**src/rtl/ps2_keyfifo.sv**
```systemverilog
// Keystroke FIFO between the PS/2 decoder and the CPU bus; dout and irq register one cycle after the access.
// No backpressure to the decoder: a key arriving while full (with no pop) is dropped and sets sticky ovfl.
module ps2_keyfifo #(
    parameter int unsigned DEPTH_LOG2 = 4
) (
    input  logic       clk,
    input  logic       rst,
    input  logic       cs,
    input  logic       we,
    input  logic       addr,
    input  logic [7:0] din,
    output logic [7:0] dout,
    input  logic       key_valid,
    input  logic [7:0] key_ascii,
    input  logic       caps_lock,
    output logic       irq
);
    localparam int unsigned DEPTH = 1 << DEPTH_LOG2;
    localparam logic [DEPTH_LOG2:0] FULL_CNT = {1'b1, {DEPTH_LOG2{1'b0}}};

    logic [7:0]            mem_q [DEPTH];
    logic [DEPTH_LOG2-1:0] wp_q, wp_d;
    logic [DEPTH_LOG2-1:0] rp_q, rp_d;
    logic [DEPTH_LOG2:0]   count_q, count_d;
    logic                  ovfl_q, ovfl_d;
    logic                  irq_en_q, irq_en_d;
    logic                  irq_q, irq_d;
    logic [7:0]            dout_q, dout_d;

    logic empty, full, data_rd, stat_rd, ctrl_wr, flush, pop, push_acc;

    always_comb begin
        empty    = (count_q == '0);
        full     = (count_q == FULL_CNT);
        data_rd  = cs & ~we & addr;
        stat_rd  = cs & ~we & ~addr;
        ctrl_wr  = cs & we & ~addr;
        flush    = ctrl_wr & din[0];
        pop      = data_rd & ~empty;
        // A pop in the same cycle frees the slot, so a full FIFO can still take the key.
        push_acc = key_valid & (~full | pop) & ~flush;

        wp_d     = wp_q;
        rp_d     = rp_q;
        count_d  = count_q;
        ovfl_d   = ovfl_q;
        irq_en_d = irq_en_q;
        dout_d   = dout_q;
        irq_d    = irq_en_q & ~empty;

        if (push_acc) wp_d = wp_q + 1'b1;
        if (pop)      rp_d = rp_q + 1'b1;

        case ({push_acc, pop})
            2'b10:   count_d = count_q + 1'b1;
            2'b01:   count_d = count_q - 1'b1;
            default: count_d = count_q;
        endcase

        if (key_valid & full & ~pop) ovfl_d = 1'b1;

        if (data_rd) dout_d = pop ? mem_q[rp_q] : 8'h00;
        if (stat_rd) dout_d = {3'b000, irq_en_q, caps_lock, full, ovfl_q, ~empty};

        if (ctrl_wr) irq_en_d = din[1];
        if (flush) begin
            wp_d    = '0;
            rp_d    = '0;
            count_d = '0;
            ovfl_d  = 1'b0;
        end
    end

    always_ff @(posedge clk) begin
        if (rst) begin
            wp_q     <= '0;
            rp_q     <= '0;
            count_q  <= '0;
            ovfl_q   <= 1'b0;
            irq_en_q <= 1'b0;
            irq_q    <= 1'b0;
            dout_q   <= 8'h00;
        end else begin
            wp_q     <= wp_d;
            rp_q     <= rp_d;
            count_q  <= count_d;
            ovfl_q   <= ovfl_d;
            irq_en_q <= irq_en_d;
            irq_q    <= irq_d;
            dout_q   <= dout_d;
        end
    end

    // Storage needs no reset; count/pointers define which entries are live.
    always_ff @(posedge clk) begin
        if (!rst && push_acc) mem_q[wp_q] <= key_ascii;
    end

    assign dout = dout_q;
    assign irq  = irq_q;
endmodule

```
**config.mk**
```make
export PLATFORM = sky130hd
export DESIGN_NAME = ps2_keyfifo
export DESIGN_NICKNAME = d
export VERILOG_FILES = /design/src/rtl/ps2_keyfifo.sv
export SDC_FILE = /design/constraint.sdc
export NUM_CORES = 1
export LEC_CHECK = 0
export BUFFER_PORTS_ARGS = -buffer_cell sky130_fd_sc_hd__buf_2
export CAP_MARGIN = 10
export CORE_MARGIN = 2
export CORE_UTILIZATION = 57
export CTS_BUF_LIST = sky130_fd_sc_hd__clkbuf_8 sky130_fd_sc_hd__clkbuf_16
export CTS_CLUSTER_SIZE = 28
export DETAILED_ROUTE_END_ITERATION = 10
export PLACE_DENSITY = 0.75
export SLEW_MARGIN = 20
export SYNTH_ARGS = -nofsm -noshare
export SYNTH_HDL_FRONTEND = slang
export SYNTH_SLANG_ARGS = --single-unit
```
**constraint.sdc**
```tcl
create_clock -name clk -period 4.1 [get_ports clk]
set_clock_uncertainty 0.15 [all_clocks]
set_input_delay 0.82 -clock clk [delete_from_list [all_inputs] [get_ports clk]]
set_output_delay 0.82 -clock clk [all_outputs]
set_load 0.1 [all_outputs]
```
==> impl_metrics.py <==
metrics = {
    "finish": {
        "drive_gt1_frac": 0.232,
        "num_antenna_cells": 0,
        "fill_cells": 709,
        "fin_nets": 450,
        "area_delta_synth_final_pct": 13.8,
        "design_area_um2": 7300,
    },
    "setup_path": {
        "crit_chain": "nor4_4 -> a22oi_1 -> o21ai_1 -> ha_1 -> xor2_1 -> ha_1 -> nor2_1 -> o32ai_1 -> a221oi_1 -> or3_1 -> a21oi_1",
        "cp_data_required_time_ns": 4.41,
        "worstSetupStartpointType": "flop",
        "cp.arrival_ns": 3.64,
        "path_buf_inv": 0,
        "critPathMaxFanout": 8,
        "worstSetupPathType": "flop to flop",
        "slowest_stage": "nor4_4",
        "cpMostUsedCell": "ha_1",
        "cp-end-kind": "flop",
        "critPathMaxStageDelay_ns": 0.46,
        "crit_family": "compound AO/OA/AOI/OAI gates",
    },
    "sta": {
        "min_period_ns": 3.33,
        "fin_crit_sh": 0.813,
        "slew_violations": 0,
        "rsz0062_at_grt": "false",
        "hold_viol_final": 0,
        "setup_violations": 0,
        "fmax_mhz": 300,
        "setup_tns_ns": 0,
        "tightest_slew_ns": 0.940,
        "slew_headroom": 0.372,
    },
    "yosys": {
        "yosysWarnings": 0,
        "yosysUniqueCellTypes": 48,
        "synthTopCellsByArea": "edfxtp_1 60%, dfxtp_1 8.7%, mux4_1 7.0%, mux4_2 6.0%, mux2i_1 1.9%",
        "synth_xor_area_frac": 0.0123,
        "synth.area.mux_share": 0.155,
        "ys_ff_latch": 156,
        "synth_top_family_by_area": "multiplexers",
        "syn_nets": 407,
        "synth_adder_area_share": 0.0176,
        "synth_top_cells_by_count": "128 x edfxtp_1, 31 x nor2_1, 28 x dfxtp_1",
        "netlist.area_leader.share": 0.599,
        "ys_seq_area_frac": 0.686,
        "synth_compound_area_frac": 0.0427,
        "yosysMostFrequentCell": "edfxtp_1",
        "syn_inst": 375,
        "netlist_area_um2": 6420,
        "synth_edf_count": 128,
        "async_flop_share": 0,
        "synthFlopType": "edfxtp_1",
        "synth_top_area_cell": "edfxtp_1",
        "avgSynthCellArea_um2": 17.1,
        "synthSimpleGateAreaFrac": 0.0634,
    },
    "grt": {
        "grt_usage": 0.227,
        "grt_pass1_vias": 3412,
        "grt_max_degree": 27,
        "grt_pass1_wl_um": 19000,
        "grt_overflow": 0,
        "antenna_found_initial": 0,
    },
    "floorplanning": {
        "die_w_um": 110,
        "pin_count": 32,
        "dieArea_um2": 12100,
        "initial_core_util": 0.589,
        "core_area_um2": 10900,
        "placementRows": 38,
        "die_y_um": 110,
    },
    "clock_network": {
        "cts_made_buffers": 17,
        "cts_hold_buf": 0,
        "postCtsResizedCells": 0,
        "clk_pin_slew_ns": 0.06,
        "clk_latency_ns": 0.53,
        "postCtsSetupRepairBufs": 0,
        "cts_buffer_depth": 2,
        "h-tree-depth": 4,
        "cts_tree": "done",
        "cts-root-buf": "clkbuf_8",
        "clock_sinks": 156,
    },
    "min_path": {
        "hold_class": "flop to flop",
    },
    "pwr": {
        "p_per_area_nw_per_um2": 467,
        "leakage_nw": 2.44,
        "vdd_drop_max_v": 0.000273,
        "finalPower_mw": 3.41,
    },
    "detailed_routing": {
        "viasPerCell": 6.04,
        "vias": 3450,
        "detail_route.wl_per_cell_um": 22.1,
        "drtAntennaViolNets": 0,
        "routed_wirelength_um": 12600,
        "dr.first_iter.drc_count": 319,
        "drt-pass1-iter-count": 5,
        "drc": 0,
    },
    "place": {
        "portBuffers": 25,
        "dp_hpwl_um": 7990,
        "dpl_cell_area_um2": 6740,
        "gp_congestion": 0.791,
    },
    "run": {
        "cap_violations": 0,
    },
    "run_status": {
        "status": "completed",
    },
}
==> through the flow <==
step / hold WS, ns / cells / utilization / setup slack (ns)
CTS: 0.310 / 571 / 0.671 / 0.818
detailed placement: 0.301 / 539 / 0.619 / 0.522
global route: 0.333 / 571 / 0.671 / 0.465
global placement: 0.293 / 539 / 0.619 / 0.656
floorplan: 0.305 / 375 / - / 0.848
finish: 0.309 / 571 / 0.671 / 0.767
==> worst paths after layout <==
path / from / endpoint / slack (ns) / cells after the start
setup / recovery: count_q[1] / count_q[4] / 0.77 / 11
hold / removal: dout[3] / dout[3] / 0.31 / 2
setup reg to reg: count_q[1] / count_q[4] / 0.77 / 11
hold reg to reg: dout[3] / dout[3] / 0.31 / 2
==> cells by family after synthesis <==
family | Yosys count
flip-flops | 156
AND/OR/NAND/NOR | 83
multiplexers | 50
AO/OA/AOI/OAI | 41
buffers and inverters | 27
XOR/XNOR | 9
adder cells (fa/ha/maj) | 9
==> flip-flops by register name, summed over array words and instances, names as in the netlist, named ones only <==
signal    cells
count_q       5
wp_q          4
rp_q          4
irq_en_q      1
irq           1
mem_q       128
ovfl_q        1
dout          8
==> layout by cell type (no fill, tap or decap), types with 3 or more instances in the layout <==
cell	n
nor2b_1	5
edfxtp_1	128
o211ai_1	8
clkinv_1	4
a21oi_1	8
nor2_1	31
a211oi_1	3
nor3_2	3
buf_4	19
nor3_1	4
buf_2	25
nand2_1	23
xnor2_1	4
clkbuf_16	16
o21ai_0	6
mux4_1	17
nand2b_1	5
a31oi_1	3
mux2_2	4
ha_1	9
mux4_2	17
mux2i_1	12
dfxtp_1	27
xor2_1	5
inv_1	7
==> layout make-up <==
type / count / area (um2) / area share
Tap cell: 140 / 175 / 0.0240
Sequential cell: 156 / 4410 / 0.603
Timing Repair Buffer: 44 / 268 / 0.0367
Inverter: 7 / 26.3 / 0.00360
Clock inverter: 15 / 146 / 0.0200
Multi-Input combinational cell: 192 / 1870 / 0.256
Clock buffer: 17 / 414 / 0.0567
==> routing by layer <==
layer | part of all wire | vias to the layer above | wire [um] | GRT usage
li1 | - | 1570 | - | -
met1 | 0.41 | 1721 | 5200 | 0.289
met2 | 0.50 | 137 | 6360 | 0.373
met3 | 0.067 | 22 | 842 | 0.0570
met4 | 0.019 | 0 | 241 | 0.0955
met5 | 0 | - | 0 | 0
==> where the power goes <==
| group | internal [mW] | switching (mW) |
|---|---|---|
| sequential | 1.73 | 0.0220 |
| combinational | 0.0658 | 0.112 |
| clock | 0.864 | 0.616 |
==> worst reg2reg max path: cells and delay by family (launching register included) <==
family / cells / cell delay, ns
xor+xnor: 1 / 0.19
fa+ha+maj: 2 / 0.60
compound gates: 5 / 1.08
flops: 1 / 0.40
simple gates: 3 / 0.84
No activity file was read; power rests on OpenSTA's default activity.
